$ cat config.mk
export PLATFORM = sky130hd
export DESIGN_NAME = pattern_pkt_gen
export DESIGN_NICKNAME = d
export VERILOG_FILES = /design/src/rtl/pattern_pkt_gen_pkg.sv /design/src/rtl/pattern_pkt_gen_word_fmt.sv /design/src/rtl/pattern_pkt_gen.sv
export SDC_FILE = /design/constraint.sdc
export NUM_CORES = 1
export LEC_CHECK = 0
export BUFFER_PORTS_ARGS = -buffer_cell sky130_fd_sc_hd__buf_2
export CAP_MARGIN = 10
export CORE_MARGIN = 4
export CORE_UTILIZATION = 40
export CTS_CLUSTER_DIAMETER = 80
export CTS_CLUSTER_SIZE = 10
export DETAILED_ROUTE_END_ITERATION = 7
export SETUP_SLACK_MARGIN = 0.5
export SYNTH_ARGS = -nofsm -noshare
export SYNTH_HDL_FRONTEND = slang
export SYNTH_HIERARCHICAL = 1
export SYNTH_SLANG_ARGS = --single-unit
$ cat constraint.sdc
create_clock -name clk -period 5.3 [get_ports clk]
set_input_delay 1.325 -clock clk [delete_from_list [all_inputs] [get_ports clk]]
set_output_delay 1.325 -clock clk [all_outputs]
set_load 0.01 [all_outputs]
$ cat src/rtl/pattern_pkt_gen_pkg.sv
// Shared encodings and constants for the pattern packet generator.
package pattern_pkt_gen_pkg;

  localparam logic [2:0] ST_IDLE    = 3'd0;
  localparam logic [2:0] ST_MODHDR  = 3'd1;
  localparam logic [2:0] ST_HDR     = 3'd2;
  localparam logic [2:0] ST_PAYLOAD = 3'd3;
  localparam logic [2:0] ST_GAP     = 3'd4;

  localparam logic [7:0] CTRL_MODHDR = 8'hFF;
  localparam logic [7:0] CTRL_LAST   = 8'h01;
  localparam logic [7:0] CTRL_NONE   = 8'h00;

  localparam int NUM_HDR_WORDS = 3;

  localparam logic [63:0] HDR_WORD0 = 64'hDA7A_0000_0000_0001;
  localparam logic [63:0] HDR_WORD1 = 64'h5A5A_0000_0000_0002;
  localparam logic [63:0] HDR_WORD2 = 64'hC0DE_0000_0000_0003;

  // Packet length in words: module header is not counted, the 3 header words are.
  function automatic logic [15:0] word_len(input logic [7:0] payload_words);
    return 16'(NUM_HDR_WORDS) + {8'h00, payload_words};
  endfunction

endpackage

$ cat src/rtl/pattern_pkt_gen_word_fmt.sv
// Output word mux: purely combinational from state, word index and latched config.
import pattern_pkt_gen_pkg::*;

module pkt_word_fmt #(
  parameter int DATA_WIDTH = 64,
  parameter int CTRL_WIDTH = DATA_WIDTH / 8
) (
  input  logic [2:0]            state,
  input  logic [7:0]            idx,
  input  logic [15:0]           dst_port,
  input  logic [7:0]            payload_words,
  input  logic [7:0]            pat_idx,
  input  logic [DATA_WIDTH-1:0] pattern,
  input  logic [31:0]           pkt_seq,
  output logic [DATA_WIDTH-1:0] data,
  output logic [CTRL_WIDTH-1:0] ctrl
);

  logic [63:0] w;
  logic [7:0]  c;
  logic [15:0] wl;
  logic        use_pat;

  always_comb begin
    w       = '0;
    c       = CTRL_NONE;
    wl      = word_len(payload_words);
    use_pat = 1'b0;
    case (state)
      ST_MODHDR: begin
        w = {dst_port, wl, 16'h0000, wl[12:0], 3'b000};
        c = CTRL_MODHDR;
      end
      ST_HDR: begin
        case (idx[1:0])
          2'd0:    w = HDR_WORD0;
          2'd1:    w = HDR_WORD1;
          2'd2:    w = HDR_WORD2;
          default: w = '0;
        endcase
      end
      ST_PAYLOAD: begin
        // pat_idx beyond the payload never matches, so the pattern is simply omitted
        use_pat = (idx == pat_idx);
        w       = {pkt_seq, 24'h000000, idx};
        c       = (idx == payload_words - 8'd1) ? CTRL_LAST : CTRL_NONE;
      end
      default: ;
    endcase
    data = use_pat ? pattern : DATA_WIDTH'(w);
    ctrl = CTRL_WIDTH'(c);
  end

endmodule

$ cat src/rtl/pattern_pkt_gen.sv
// Burst packet generator: FSM, burst/gap counters and packet counter.
import pattern_pkt_gen_pkg::*;

module pattern_pkt_gen #(
  parameter int DATA_WIDTH = 64,
  parameter int CTRL_WIDTH = DATA_WIDTH / 8
) (
  input  logic                  clk,
  input  logic                  reset,
  input  logic                  start,
  input  logic                  abort,
  input  logic [15:0]           cfg_num_pkts,
  input  logic [7:0]            cfg_payload_words,
  input  logic [7:0]            cfg_pat_idx,
  input  logic [DATA_WIDTH-1:0] cfg_pattern,
  input  logic [7:0]            cfg_gap,
  input  logic [15:0]           cfg_dst_port,
  output logic [DATA_WIDTH-1:0] out_data,
  output logic [CTRL_WIDTH-1:0] out_ctrl,
  output logic                  out_wr,
  input  logic                  out_rdy,
  output logic                  busy,
  output logic [31:0]           pkts_sent,
  input  logic                  clear_cnt
);

  logic [2:0]            state_q, state_d;
  logic [7:0]            idx_q, idx_d;
  logic [7:0]            gap_cnt_q, gap_cnt_d;
  logic [15:0]           burst_cnt_q, burst_cnt_d;
  logic                  abort_pend_q, abort_pend_d;
  logic [31:0]           pkts_sent_q, pkts_sent_d;
  logic [31:0]           pkt_seq_q, pkt_seq_d;
  logic [15:0]           num_pkts_q, num_pkts_d;
  logic [7:0]            plw_q, plw_d;
  logic [7:0]            pat_idx_q, pat_idx_d;
  logic [DATA_WIDTH-1:0] pattern_q, pattern_d;
  logic [7:0]            gap_q, gap_d;
  logic [15:0]           dst_q, dst_d;

  logic active, last_word, pkt_done, stop;
  logic [15:0] cnt_after;

  assign active    = (state_q == ST_MODHDR) || (state_q == ST_HDR) || (state_q == ST_PAYLOAD);
  assign out_wr    = active & out_rdy;
  assign busy      = (state_q != ST_IDLE);
  assign pkts_sent = pkts_sent_q;
  assign last_word = (state_q == ST_PAYLOAD) && (idx_q == plw_q - 8'd1);
  assign pkt_done  = out_wr & last_word;
  assign cnt_after = pkt_done ? burst_cnt_q + 16'd1 : burst_cnt_q;
  // An abort arriving on the deciding cycle itself still ends the burst.
  assign stop      = ((num_pkts_q != 16'd0) && (cnt_after >= num_pkts_q)) || abort_pend_q || abort;

  always_comb begin
    state_d      = state_q;
    idx_d        = idx_q;
    gap_cnt_d    = gap_cnt_q;
    burst_cnt_d  = cnt_after;
    abort_pend_d = abort_pend_q | (abort & busy);
    pkt_seq_d    = pkt_seq_q;
    num_pkts_d   = num_pkts_q;
    plw_d        = plw_q;
    pat_idx_d    = pat_idx_q;
    pattern_d    = pattern_q;
    gap_d        = gap_q;
    dst_d        = dst_q;
    pkts_sent_d  = clear_cnt ? 32'd0 : (pkt_done ? pkts_sent_q + 32'd1 : pkts_sent_q);

    case (state_q)
      ST_IDLE: begin
        if (start) begin
          num_pkts_d   = cfg_num_pkts;
          plw_d        = (cfg_payload_words == 8'd0) ? 8'd1 : cfg_payload_words;
          pat_idx_d    = cfg_pat_idx;
          pattern_d    = cfg_pattern;
          gap_d        = cfg_gap;
          dst_d        = cfg_dst_port;
          burst_cnt_d  = 16'd0;
          abort_pend_d = abort;
          idx_d        = 8'd0;
          state_d      = ST_MODHDR;
        end
      end
      ST_MODHDR: begin
        if (out_wr) begin
          pkt_seq_d = pkts_sent_q;
          idx_d     = 8'd0;
          state_d   = ST_HDR;
        end
      end
      ST_HDR: begin
        if (out_wr) begin
          if (idx_q == 8'(NUM_HDR_WORDS - 1)) begin
            idx_d   = 8'd0;
            state_d = ST_PAYLOAD;
          end else begin
            idx_d = idx_q + 8'd1;
          end
        end
      end
      ST_PAYLOAD: begin
        if (out_wr) begin
          idx_d = last_word ? 8'd0 : idx_q + 8'd1;
          if (last_word) begin
            if (gap_q != 8'd0) begin
              gap_cnt_d = gap_q - 8'd1;
              state_d   = ST_GAP;
            end else begin
              state_d = stop ? ST_IDLE : ST_MODHDR;
            end
          end
        end
      end
      ST_GAP: begin
        if (gap_cnt_q == 8'd0) state_d = stop ? ST_IDLE : ST_MODHDR;
        else                   gap_cnt_d = gap_cnt_q - 8'd1;
      end
      default: state_d = ST_IDLE;
    endcase

    if (state_d == ST_IDLE) abort_pend_d = 1'b0;
  end

  always_ff @(posedge clk) begin
    if (!reset) begin
      state_q      <= ST_IDLE;
      idx_q        <= '0;
      gap_cnt_q    <= '0;
      burst_cnt_q  <= '0;
      abort_pend_q <= 1'b0;
      pkts_sent_q  <= '0;
      pkt_seq_q    <= '0;
      num_pkts_q   <= '0;
      plw_q        <= '0;
      pat_idx_q    <= '0;
      pattern_q    <= '0;
      gap_q        <= '0;
      dst_q        <= '0;
    end else begin
      state_q      <= state_d;
      idx_q        <= idx_d;
      gap_cnt_q    <= gap_cnt_d;
      burst_cnt_q  <= burst_cnt_d;
      abort_pend_q <= abort_pend_d;
      pkts_sent_q  <= pkts_sent_d;
      pkt_seq_q    <= pkt_seq_d;
      num_pkts_q   <= num_pkts_d;
      plw_q        <= plw_d;
      pat_idx_q    <= pat_idx_d;
      pattern_q    <= pattern_d;
      gap_q        <= gap_d;
      dst_q        <= dst_d;
    end
  end

  pkt_word_fmt #(.DATA_WIDTH(DATA_WIDTH), .CTRL_WIDTH(CTRL_WIDTH)) u_fmt (
    .state         (state_q),
    .idx           (idx_q),
    .dst_port      (dst_q),
    .payload_words (plw_q),
    .pat_idx       (pat_idx_q),
    .pattern       (pattern_q),
    .pkt_seq       (pkt_seq_q),
    .data          (out_data),
    .ctrl          (out_ctrl)
  );

endmodule

==> results of run 1 <==
==> worst paths after layout <==
kind                              start                    endpoint  slack, ns  cells after the start
min reg2reg  pattern_q[17]$_SDFFE_PN0P_  pattern_q[17]$_SDFFE_PN0P_       0.45                      2
max               plw_q[0]$_SDFFE_PN0P_     abort_pend_q$_SDFF_PP0_       0.91                     16
min          pattern_q[17]$_SDFFE_PN0P_  pattern_q[17]$_SDFFE_PN0P_       0.45                      2
max reg2reg       plw_q[0]$_SDFFE_PN0P_     abort_pend_q$_SDFF_PP0_       0.91                     16
==> flip-flops by register name (all words and copies together) (netlist names) <==
name          count
pat_idx_q         8
burst_cnt_q      16
idx_q             8
state_q           3
gap_cnt_q         8
pattern_q        64
gap_q             8
abort_pend_q      1
num_pkts_q       16
dst_q            16
pkts_sent        32
pkt_seq_q        32
plw_q             8
==> repair_timing <==
action                                  CTS  global route
hold buffers                              0             0
buffers inserted                          0             0
gates resized for setup                   0             2
endpoints found under the setup margin    0             2
==> layout by cell type (no fill, tap or decap), types with 7 or more instances in the layout <==
master | synthesis | layout
sky130_fd_sc_hd__nor4_1 | 11 | 11
sky130_fd_sc_hd__buf_2 | 7 | 231
sky130_fd_sc_hd__xor2_1 | 31 | 31
sky130_fd_sc_hd__and2_1 | 26 | 25
sky130_fd_sc_hd__nor2_1 | 57 | 56
sky130_fd_sc_hd__nand2b_1 | 9 | 9
sky130_fd_sc_hd__nand2_1 | 410 | 410
sky130_fd_sc_hd__or3_1 | 22 | 22
sky130_fd_sc_hd__and3_1 | 9 | 9
sky130_fd_sc_hd__clkbuf_16 | 0 | 25
sky130_fd_sc_hd__nor3_1 | 19 | 18
sky130_fd_sc_hd__nand3_1 | 37 | 37
sky130_fd_sc_hd__a21o_1 | 7 | 7
sky130_fd_sc_hd__a22oi_1 | 8 | 8
sky130_fd_sc_hd__mux2_2 | 9 | 9
sky130_fd_sc_hd__nand4_1 | 21 | 21
sky130_fd_sc_hd__nor2b_1 | 11 | 11
sky130_fd_sc_hd__a21oi_1 | 215 | 215
sky130_fd_sc_hd__inv_1 | 41 | 41
sky130_fd_sc_hd__o31ai_1 | 22 | 22
sky130_fd_sc_hd__mux2i_1 | 15 | 15
sky130_fd_sc_hd__dfxtp_1 | 220 | 220
sky130_fd_sc_hd__buf_4 | 12 | 13
sky130_fd_sc_hd__o21ai_0 | 59 | 59
sky130_fd_sc_hd__xnor2_1 | 26 | 26
sky130_fd_sc_hd__ha_1 | 28 | 28
==> critical path, cell delays in order (launching register included) <==
cell                       delay [ns]
sky130_fd_sc_hd__dfxtp_1         0.59
sky130_fd_sc_hd__inv_1           0.09
sky130_fd_sc_hd__ha_1            0.31
sky130_fd_sc_hd__xor2_1          0.14
sky130_fd_sc_hd__o211a_1         0.17
sky130_fd_sc_hd__nand3_1         0.12
sky130_fd_sc_hd__or4_4           0.60
sky130_fd_sc_hd__nor4b_1         0.39
sky130_fd_sc_hd__xor2_1          0.15
sky130_fd_sc_hd__ha_1            0.33
sky130_fd_sc_hd__nand3_1         0.10
sky130_fd_sc_hd__nor4_1          0.39
sky130_fd_sc_hd__nand2_1         0.11
sky130_fd_sc_hd__o21ai_0         0.17
sky130_fd_sc_hd__a21oi_1         0.12
sky130_fd_sc_hd__a221oi_1        0.35
sky130_fd_sc_hd__a31oi_1         0.13
==> where the power goes <==
part	total (mW)	internal, mW	switching, mW	leakage [nW]
Sequential	1.77	1.72	0.0527	1.79
Clock	1.49	0.832	0.653	0.318
Combinational	0.525	0.189	0.336	3.26
Total	3.78	2.74	1.04	5.36
==> stage by stage <==
stage | setup WS (ns) | cells | hold slack, ns
global route | 0.517 | 2057 | 0.463
global placement | 0.644 | 2030 | 0.437
finish | 0.907 | 2057 | 0.449
CTS | 0.659 | 2056 | 0.450
floorplan | 1.23 | 1511 | 0.432
detailed placement | 0.472 | 2030 | 0.442
==> cells by family (layout without fill, tap and decap cells) <==
kind of cell / after synthesis / count (layout) / share of synthesized area
AND/OR/NAND/NOR: 680 / 680 / 0.281
multiplexers: 24 / 24 / 0.0222
adder cells (fa/ha/maj): 28 / 28 / 0.0309
AO/OA/AOI/OAI: 354 / 354 / 0.176
XOR/XNOR: 58 / 58 / 0.0454
buffers and inverters: 147 / 314 / 0.0567
other: 0 / 1 / 0
flip-flops: 220 / 220 / 0.388
==> per-layer routing <==
layer  global-route usage  wire (um)  up-vias  share of wire
li1                     -          -     5478              -
met1                0.304      16400     5079           0.47
met2                0.339      15700      318           0.45
met3               0.0302       1930       61          0.055
met4               0.0625        845        0          0.024
met5                    0          0        -              0
==> final cells by class <==
class                           count  area (um2)
Tap cell                          378         473
Inverter                           42         160
Clock inverter                      1        20.0
Sequential cell                   220        4400
Fill cell                        2805       14600
Clock buffer                       25         626
Timing Repair Buffer              246        1290
Antenna cell                        1        2.50
Multi-Input combinational cell   1144        6320
==> summary.json, run 1 <==
{
  "global_route": {
    "antenna_found_initial": 1,
    "grt_first_pass_wirelength_um": 54700,
    "maximum_number_of_pins_on_one_net_before_global_route_repair": 104,
    "via_count_of_the_first_global_routing_pass": 10200,
    "globalRouteOverflowTotal": 0,
    "grt_use_total": 0.214
  },
  "synthesis": {
    "synth.most_common_cell": "sky130_fd_sc_hd__nand2_1",
    "yosys.area.top_type_share": 0.388,
    "postSynthNetCount": 1665,
    "ys.warnings.count": 6,
    "synth_top_cell_by_area": "sky130_fd_sc_hd__dfxtp_1",
    "ys_ff_latch": 220,
    "netlist_area_pre_place_mm2": 0.0113,
    "seq_area_frac_synth": 0.388,
    "number_of_synthesized_flops_with_an_enable_pin": 0,
    "synth_flop_cell": "sky130_fd_sc_hd__dfxtp_1",
    "async_flop_share": 0,
    "netlist_top_cells_count": "410 x sky130_fd_sc_hd__nand2_1, 220 x sky130_fd_sc_hd__dfxtp_1, 215 x sky130_fd_sc_hd__a21oi_1",
    "synthDistinctLibCells": 71,
    "avgSynthCellArea_um2": 7.51,
    "netlist_top_cells_area": "sky130_fd_sc_hd__dfxtp_1 39%, sky130_fd_sc_hd__nand2_1 14%, sky130_fd_sc_hd__a21oi_1 9.5%",
    "syn_inst": 1511
  },
  "sta": {
    "totalNegativeSetupSlack_ns": 0,
    "timing.final.setup_violations": 0,
    "worst-slew-pin-transition_ns": 1.12,
    "grt_setup_unrepaired": "no",
    "min_period_over_period": 0.829,
    "final-hold-violation-count": 0,
    "max_freq_mhz": 228,
    "final_period_minus_worst_setup_slack_ns": 4.39,
    "drv_slew": 0,
    "max_slew_margin": 0.255,
    "final.setup_skew_ns": 0.0153
  },
  "placed_design": {
    "buffer_ports.inserted": 231,
    "post_dp_cell_area_mm2": 0.0126,
    "gp_congestion": 0.891,
    "dp_hpwl_um": 25000
  },
  "run": {
    "max_cap_violations": 0
  },
  "power_and_ir_drop": {
    "report.power.total_mw": 3.78,
    "power.density_mw_per_mm2": 284,
    "leakage_nw": 5.36,
    "vdd_drop_max_mv": 0.190
  },
  "die": {
    "io_pins": 232,
    "fp.dieArea_mm2": 0.0311,
    "die_w_um": 176,
    "initial_core_utilization": 0.407,
    "die_height_um": 176,
    "core.rowCount": 61,
    "core_mm2": 0.0279
  },
  "worst_hold_path": {
    "min_path_type": "reg -> reg"
  },
  "cts": {
    "cts-htree-levels": 1,
    "cts_num_sinks": 220,
    "clkTransAtPathRegs_ns": 0.06,
    "cts_tree": "built",
    "worstSkewPairLatency_ns": 0.54,
    "cts_buffers": 25,
    "ctsLongestPathBuffers": 3,
    "cts_root_buffer": "sky130_fd_sc_hd__clkbuf_16"
  },
  "routing": {
    "route.antenna.remaining_nets": 0,
    "detail_route.drc_violations": 0,
    "avgRoutedWirePerCell_um": 17.0,
    "via_count": 10900,
    "detailedRoute.firstIterationViolations": 624,
    "routed_wirelength_um": 34900,
    "drt_pass1_iterations": 6,
    "vias_per_cell": 5.32
  },
  "setup_path": {
    "cp_data_arrival_time_ns": 4.79,
    "crit_path_max_fanout": 14,
    "critPathRequiredTime_ns": 5.70,
    "worst_setup_path_start_kind": "flip-flop",
    "end_kind": "flip-flop",
    "timing_worst_setup_path_type": "reg -> reg"
  },
  "layout": {
    "final_core_utilization": 0.477,
    "flow.area_growth_from_synthesis_pct": 17.2,
    "design.final.nets": 1833,
    "final_cell_area_mm2": 0.0133,
    "layout-drive-gt1-share": 0.186
  },
  "status": {
    "status": "finished clean"
  }
}
Note: power is estimated with default switching activity, not from simulation.
==> inputs of run 2 (changes only) <==
- ABC_AREA: not set -> 1
- clock period: 5.3 -> 4.5 ns (I/O delays scaled with it)
==> run 2 against run 1 <==
  * First-iteration DRC count rose by 58%
  * Global-route usage up 1.2 points
  * Via count is 13% higher
  * Synthesized area grew 5.4%
  * Sequential share of layout area shrank 1.5 points
  * Critical endpoint is now out_data[60]
  * Largest cell class unchanged
  * Highest routed layer unchanged
==> summary.json, run 2 <==
{
  "synthesis": {
    "ys.warnings.count": 6,
    "avgSynthCellArea_um2": 6.62,
    "synth_mux_area_frac": 0,
    "netlist_top_cells_area": "sky130_fd_sc_hd__dfxtp_1 37%, sky130_fd_sc_hd__nand2_1 17%, sky130_fd_sc_hd__a21oi_1 8.7%",
    "postSynthNetCount": 1960,
    "synth.most_common_cell": "sky130_fd_sc_hd__nand2_1",
    "post_synth_fa_ha_maj_area_fraction": 0.0293,
    "async_flop_share": 0,
    "synthDistinctLibCells": 40,
    "seq_area_frac_synth": 0.368,
    "post_synth_xor_area_fraction": 0.0396,
    "netlist_area_pre_place_mm2": 0.0120,
    "synth_top_cell_by_area": "sky130_fd_sc_hd__dfxtp_1",
    "synth-compound-area-share": 0.132,
    "yosys.area_share.simple": 0.344,
    "number_of_synthesized_flops_with_an_enable_pin": 0,
    "synth_flop_cell": "sky130_fd_sc_hd__dfxtp_1",
    "yosys.area.top_type_share": 0.368,
    "syn_inst": 1806,
    "combinational_family_with_the_most_area_after_synthesis": "simple AND/OR/NAND/NOR gates",
    "netlist_top_cells_count": "532 x sky130_fd_sc_hd__nand2_1, 220 x sky130_fd_sc_hd__dfxtp_1, 207 x sky130_fd_sc_hd__a21oi_1, 207 x sky130_fd_sc_hd__nand3_1, 128 x sky130_fd_sc_hd__inv_1",
    "ys_ff_latch": 220
  },
  "setup_path": {
    "crit_path_max_fanout": 22,
    "max_stage_delay_ns": 0.49,
    "critPathSlowestCell": "sky130_fd_sc_hd__dfxtp_1",
    "timing_worst_setup_path_type": "reg -> out",
    "end_kind": "output port",
    "worst_setup_path_start_kind": "flip-flop",
    "cp_data_arrival_time_ns": 2.65,
    "reg2reg_slack_ns": 1.04,
    "critical_path.reg2reg.endpoint": "abort_pend_q$_SDFF_PP0_",
    "critPathRequiredTime_ns": 3.38,
    "crit-reg2reg-launch": "plw_q[0]$_SDFFE_PN0P_",
    "timing.critical_path.cells": "inv_1 -> nand3_1 -> inv_1 -> buf_4 -> a22oi_1 -> nand2_1 -> nand2_1 -> nand2_1 -> buf_2",
    "crit_buf_inv": 4,
    "rr_worst_depth": 27,
    "worst_path_dominant_cell_family": "buffers and inverters",
    "crit_path_frequent_cell": "sky130_fd_sc_hd__nand2_1"
  },
  "sta": {
    "totalNegativeSetupSlack_ns": 0,
    "min_period_over_period": 0.838,
    "max_freq_mhz": 265,
    "drv_slew": 0,
    "whs_ns": 0.457,
    "final-hold-violation-count": 0,
    "worst-slew-pin-transition_ns": 1.04,
    "timing.final.setup_violations": 0,
    "max_slew_margin": 0.309,
    "grt_setup_unrepaired": "no",
    "final.setup_skew_ns": 0.00883,
    "final_period_minus_worst_setup_slack_ns": 3.77
  },
  "worst_hold_path": {
    "hold_path_end": "pattern_q[25]$_SDFFE_PN0P_",
    "worst_hold_path_cells": 2,
    "holdCritStartpoint": "pattern_q[25]$_SDFFE_PN0P_",
    "min_path_type": "reg -> reg"
  },
  "power_and_ir_drop": {
    "leakage_nw": 6.19,
    "switching_power_as_a_share_of_total_power": 0.316,
    "netSwitchingPower_mw": 1.57,
    "clock_power_share": 0.347,
    "share_comb_of_total_power": 0.218,
    "power.density_mw_per_mm2": 356,
    "vdd_drop_max_mv": 0.263,
    "seq_power_share": 0.435,
    "intPower_mw": 3.40
  },
  "layout": {
    "final.fill_count": 3099,
    "layout_commonest_cell": "sky130_fd_sc_hd__nand2_1",
    "flow.area_growth_from_synthesis_pct": 16.6,
    "most-common-layout-cells": "531 x sky130_fd_sc_hd__nand2_1, 230 x sky130_fd_sc_hd__buf_2, 219 x sky130_fd_sc_hd__dfxtp_1",
    "largest_register": "pattern_q",
    "layout-drive-gt1-share": 0.157,
    "flip_flop_count_of_the_largest_register_all_copies_and_words_added": 64,
    "design.final.nets": 2137
  },
  "cts": {
    "cts_root_buffer": "sky130_fd_sc_hd__clkbuf_16",
    "cts.hold.buffers_added": 0,
    "cts-htree-levels": 1,
    "ctsLongestPathBuffers": 3,
    "worstSkewPairLatency_ns": 0.51,
    "cts_tree": "built",
    "cts_num_sinks": 220,
    "cts_buffers": 25,
    "clkTransAtPathRegs_ns": 0.06
  },
  "die": {
    "die_w_um": 181,
    "fp.dieArea_mm2": 0.0327,
    "io_pins": 232,
    "core_mm2": 0.0296,
    "core.rowCount": 63,
    "die_height_um": 181,
    "initial_core_utilization": 0.405
  },
  "placed_design": {
    "gp_congestion": 0.904,
    "buffer_ports.inserted": 231,
    "dp_hpwl_um": 28000
  },
  "routing": {
    "detailedRoute.firstIterationViolations": 985,
    "avgRoutedWirePerCell_um": 16.4,
    "vias_per_cell": 5.21,
    "routed_wirelength_um": 39000,
    "detail_route.drc_violations": 0,
    "via_count": 12400,
    "drt_pass1_iterations": 5,
    "route.antenna.remaining_nets": 0
  },
  "global_route": {
    "antenna_found_initial": 2,
    "most_utilized_layer_in_the_global_route_result": "met2",
    "met1_usage": 0.320,
    "global_route.usage.met2": 0.368,
    "grt_first_pass_wirelength_um": 61800,
    "globalRouteOverflowTotal": 0,
    "grtUsageMet3": 0.0278,
    "grt_use_total": 0.225,
    "via_count_of_the_first_global_routing_pass": 11600,
    "maximum_number_of_pins_on_one_net_before_global_route_repair": 93
  },
  "status": {
    "status": "finished clean"
  },
  "run": {
    "max_cap_violations": 0
  }
}
run 2: cell count changes after synthesis, sizes merged, moves of 11 or more:
cell and change:
o21ai +17, inv +96, nor2b -11, mux2i -15, nor2 +61, and2 -25, nand2 +126, nand3 +173
or3 -22, nor3b +17, o31ai -22
run 2: metal layers:
metal	vias to the layer above	wire (um)
met1	5717	17900
met5	-	0
met2	350	18100
met3	54	2140
met4	0	870
li1	6251	-
run 2: kinds of logic (layout without fill, tap and decap cells):
| kind of cell | count (synthesis) | count (layout) |
|---|---|---|
| adders and majority gates | 28 | 28 |
| buffers and inverters | 245 | 419 |
| and+or+nand+nor | 952 | 953 |
| AOI/OAI and AO/OA | 307 | 307 |
| DFF | 220 | 220 |
| other | 0 | 2 |
| xor gates and xnor gates | 54 | 54 |
run 2: what timing repair did:
action / CTS / global route
setup endpoints to repair: 0 / 2
resized for setup: 0 / 3
setup buffers: 0 / 3
run 2: how the worst max path moves through the flow:
stage / from / endpoint / cells past startpoint
after global placement: plw_q[0]$_SDFFE_PN0P_ / abort_pend_q$_SDFF_PP0_ / 23
after global routing: state_q[2]$_SDFF_PN0_ / out_data[60] / 9
after CTS: plw_q[0]$_SDFFE_PN0P_ / abort_pend_q$_SDFF_PP0_ / 23
after detailed placement: plw_q[0]$_SDFFE_PN0P_ / abort_pend_q$_SDFF_PP0_ / 23
final: state_q[2]$_SDFF_PN0_ / out_data[60] / 9
after floorplan: out_rdy / abort_pend_q$_SDFF_PP0_ / 17
run 2: area by class of cell:
cell class,count,area [um2],share of cell area
Antenna cell,2,5.00,0.000359
Sequential cell,220,4410,0.316
Clock buffer,25,626,0.0449
Multi-Input combinational cell,1342,6550,0.470
Inverter,141,534,0.0383
Timing Repair Buffer,253,1340,0.0958
Tap cell,390,488,0.0350
run 2: stage by stage:
step | instances | worst slack [ns] | power [mW] | cell area [um2] | util
floorplan | 1806 | 1.23 | 2.94 | 12000 | -
global placement | 2342 | 0.768 | 3.27 | 13300 | 0.449
detailed placement | 2342 | 0.647 | 3.28 | 13300 | 0.449
CTS | 2367 | 0.630 | 5.01 | 13900 | 0.470
global route | 2373 | 0.569 | 5.23 | 13900 | 0.472
finish | 2373 | 0.729 | 4.97 | 13900 | 0.472
run 2: worst reg2reg max path: stages (launching register included):
cell                      delay, ns
sky130_fd_sc_hd__dfxtp_2       0.40
sky130_fd_sc_hd__inv_2         0.08
sky130_fd_sc_hd__ha_1          0.30
sky130_fd_sc_hd__xnor2_1       0.12
sky130_fd_sc_hd__nor2_1        0.12
sky130_fd_sc_hd__nand2_1       0.06
sky130_fd_sc_hd__nor2_1        0.11
sky130_fd_sc_hd__nand2_1       0.07
sky130_fd_sc_hd__nor2_2        0.14
sky130_fd_sc_hd__nand3_2       0.17
sky130_fd_sc_hd__nor2_4        0.20
sky130_fd_sc_hd__buf_12        0.15
sky130_fd_sc_hd__buf_4         0.12
sky130_fd_sc_hd__nand2_1       0.04
sky130_fd_sc_hd__o21ai_0       0.10
sky130_fd_sc_hd__inv_1         0.07
sky130_fd_sc_hd__ha_1          0.29
sky130_fd_sc_hd__nand2_1       0.06
sky130_fd_sc_hd__inv_1         0.06
sky130_fd_sc_hd__nand3_1       0.07
sky130_fd_sc_hd__nor3_1        0.14
sky130_fd_sc_hd__nand2_1       0.07
sky130_fd_sc_hd__nand3_1       0.09
sky130_fd_sc_hd__nand2_1       0.05
sky130_fd_sc_hd__nand2_1       0.05
sky130_fd_sc_hd__nand3_1       0.08
sky130_fd_sc_hd__nor2_1        0.11
sky130_fd_sc_hd__nor2_1        0.05
run 2: power by group through the flow:
stage / clock network, mW / registers [mW] / logic, mW
detailed placement: 0 / 2.20 / 1.08
global placement: 0 / 2.20 / 1.07
finish: 1.72 / 2.16 / 1.08
floorplan: 0 / 2.18 / 0.762
CTS: 1.77 / 2.16 / 1.08
global route: 1.84 / 2.18 / 1.21
==> inputs of run 3 (changes only) <==
- clock period: 4.5 -> 3.4 ns (I/O delays scaled with it)
==> run 3 against run 2 <==
  * Worst hold slack better by 0.0015 ns
  * Routed wire length increased by 9.3%
  * Clock skew is 0.0035 ns higher
  * Sequential cell count is the same
  * Clock power is 47% higher
  * Register-to-register slack got worse by 0.90 ns
  * Critical endpoint is now abort_pend_q$_SDFF_PP0_
==> summary.json, run 3 (synthesized netlist as in run 2, its figures left out) <==
{
  "power_and_ir_drop": {
    "leakage_nw": 6.77,
    "seq_power_share": 0.401,
    "netSwitchingPower_mw": 2.29,
    "vdd_drop_max_mv": 0.365,
    "intPower_mw": 4.85,
    "share_comb_of_total_power": 0.247,
    "switching_power_as_a_share_of_total_power": 0.321,
    "clock_power_share": 0.352,
    "power.density_mw_per_mm2": 455
  },
  "sta": {
    "worst_slack_ns": 0.143,
    "final.setup_skew_ns": 0.0124,
    "grt_setup_unrepaired": "yes",
    "totalNegativeSetupSlack_ns": 0,
    "final-hold-violation-count": 0,
    "worst-slew-pin-transition_ns": 1.07,
    "final_period_minus_worst_setup_slack_ns": 3.26,
    "max_slew_margin": 0.290,
    "max_freq_mhz": 307,
    "drv_slew": 0,
    "timing.final.setup_violations": 0,
    "min_period_over_period": 0.958
  },
  "layout": {
    "most-common-layout-cells": "459 x sky130_fd_sc_hd__nand2_1, 207 x sky130_fd_sc_hd__a21oi_1, 207 x sky130_fd_sc_hd__buf_2",
    "design.final.nets": 2197,
    "largest_register": "pattern_q",
    "area.sequential_mm2": 0.00443,
    "flip_flop_count_of_the_largest_register_all_copies_and_words_added": 64,
    "finish.cell_count_without_fillers": 2438,
    "flow.area_growth_from_synthesis_pct": 31.3,
    "layout-drive-gt1-share": 0.256,
    "final.fill_count": 2935,
    "layout_commonest_cell": "sky130_fd_sc_hd__nand2_1",
    "multi_input_logic_area_mm2": 0.00728
  },
  "setup_path": {
    "crit_path_max_fanout": 3,
    "crit_path_frequent_cell": "sky130_fd_sc_hd__nand2_1",
    "end_kind": "flip-flop",
    "crit-reg2reg-launch": "plw_q[0]$_SDFFE_PN0P_",
    "setup.worst_path.start": "plw_q[0]$_SDFFE_PN0P_",
    "max_stage_delay_ns": 0.36,
    "critPathRequiredTime_ns": 3.84,
    "critPathSlowestCell": "sky130_fd_sc_hd__dfxtp_4",
    "reg2reg_slack_ns": 0.14,
    "worst_setup_path_start_kind": "flip-flop",
    "rr_worst_depth": 27,
    "cp_data_arrival_time_ns": 3.70,
    "timing_worst_setup_path_type": "reg -> reg",
    "critical_path.reg2reg.endpoint": "abort_pend_q$_SDFF_PP0_"
  },
  "routing": {
    "avgRoutedWirePerCell_um": 17.5,
    "routed_wirelength_um": 42600,
    "drt_pass1_iterations": 5,
    "route.antenna.remaining_nets": 0,
    "detail_route.drc_violations": 0,
    "detailedRoute.firstIterationViolations": 1082,
    "vias_per_cell": 5.34,
    "via_count": 13000
  },
  "global_route": {
    "antenna_found_initial": 2,
    "maximum_number_of_pins_on_one_net_before_global_route_repair": 93,
    "grt_first_pass_wirelength_um": 66600,
    "via_count_of_the_first_global_routing_pass": 12300,
    "grt_use_total": 0.245,
    "globalRouteOverflowTotal": 0
  },
  "placed_design": {
    "buffer_ports.inserted": 231,
    "placedCellCount": 2350,
    "gp_congestion": 0.870,
    "dp_hpwl_um": 28000,
    "preCtsSetupSlack_ns": 0.149
  },
  "die": {
    "die_height_um": 181,
    "io_pins": 232,
    "fp.dieArea_mm2": 0.0327,
    "die_w_um": 181,
    "core.rowCount": 63,
    "core_mm2": 0.0296,
    "initial_core_utilization": 0.405
  },
  "worst_hold_path": {
    "worst_hold_path_cells": 2,
    "min_path_type": "reg -> reg",
    "holdCritStartpoint": "pattern_q[27]$_SDFFE_PN0P_",
    "hold_path_end": "pattern_q[27]$_SDFFE_PN0P_"
  },
  "status": {
    "status": "finished clean"
  },
  "cts": {
    "cts_tree": "built",
    "clkTransAtPathRegs_ns": 0.06,
    "worstSkewPairLatency_ns": 0.54,
    "cts_num_sinks": 220,
    "cts_root_buffer": "sky130_fd_sc_hd__clkbuf_16",
    "cts_buffers": 26,
    "cts-htree-levels": 1,
    "ctsLongestPathBuffers": 3
  },
  "run": {
    "max_cap_violations": 0
  }
}
run 3: cell count changes in the layout (fill, tap and decap cells not counted), moves of 15 or more:
cell                      delta
sky130_fd_sc_hd__buf_6      +31
sky130_fd_sc_hd__buf_2      -23
sky130_fd_sc_hd__buf_4      +27
sky130_fd_sc_hd__o21ai_0    -17
sky130_fd_sc_hd__nand2_1    -72
sky130_fd_sc_hd__nand2_4    +28
sky130_fd_sc_hd__inv_1      -15
sky130_fd_sc_hd__nand2_2    +43
run 3: power groups by stage:
stage / registers (mW) / clock network [mW] / logic, mW
finish: 2.86 / 2.52 / 1.76
global route: 2.88 / 2.66 / 1.93
CTS: 2.86 / 2.57 / 1.67
detailed placement: 2.91 / 0 / 1.45
global placement: 2.90 / 0 / 1.45
floorplan: 2.88 / 0 / 1.02
run 3: cell type report:
class,count,share of cell area
Antenna cell,2,0.000319
Clock buffer,28,0.0426
Clock inverter,3,0.00327
Inverter,141,0.0355
Multi-Input combinational cell,1342,0.464
Sequential cell,220,0.282
Tap cell,390,0.0311
Timing Repair Buffer,305,0.135
Timing Repair inverter,7,0.00566
run 3: per-layer routing:
layer	wire length, um	GRT usage	up-vias	share of wire
met5	0	0	-	0
met2	19800	0.398	475	0.47
met4	1290	0.0684	0	0.030
li1	-	-	6388	-
met1	18800	0.340	6088	0.44
met3	2680	0.0366	80	0.063
run 3: metrics by stage:
stage                     utilization  total power, mW  hold WS, ns  instance area [um2]
after floorplan                     -             3.90        0.436                12000
after global placement          0.452             4.35        0.443                13400
after detailed placement        0.452             4.36        0.450                13400
after CTS                       0.518             7.10        0.461                15300
after global routing            0.531             7.48        0.473                15700
final                           0.531             7.14        0.458                15700
run 3: worst max-delay path by stage:
| stage | endpoint | slack [ns] | cells past startpoint |
|---|---|---|---|
| 3_5_place_dp | abort_pend_q$_SDFF_PP0_ | 0.15 | 24 |
| 5_1_grt | abort_pend_q$_SDFF_PP0_ | -0.19 | 25 |
| 2_1_floorplan | abort_pend_q$_SDFF_PP0_ | 0.50 | 24 |
| 4_1_cts | abort_pend_q$_SDFF_PP0_ | 0.18 | 25 |
| 3_3_place_gp | abort_pend_q$_SDFF_PP0_ | 0.19 | 24 |
| 6_report | abort_pend_q$_SDFF_PP0_ | 0.14 | 27 |
run 3: repair_timing:
item                                    CTS  global route
gates cloned                             13             0
endpoints found under the hold margin     0             0
resized for setup                       201            82
endpoints found under the setup margin   67            68
pin swaps                                29            24
hold buffers                              0             0
setup buffers                            36             6
run 3: worst max-delay path: cells and delay by family (launching register included):
family	cells	cell delay [ns]
AO/OA/AOI/OAI	3	0.31
XOR/XNOR	1	0.13
adder cells (fa/ha/maj)	2	0.51
buffers and inverters	5	0.43
flip-flops	1	0.36
AND/OR/NAND/NOR	16	1.40
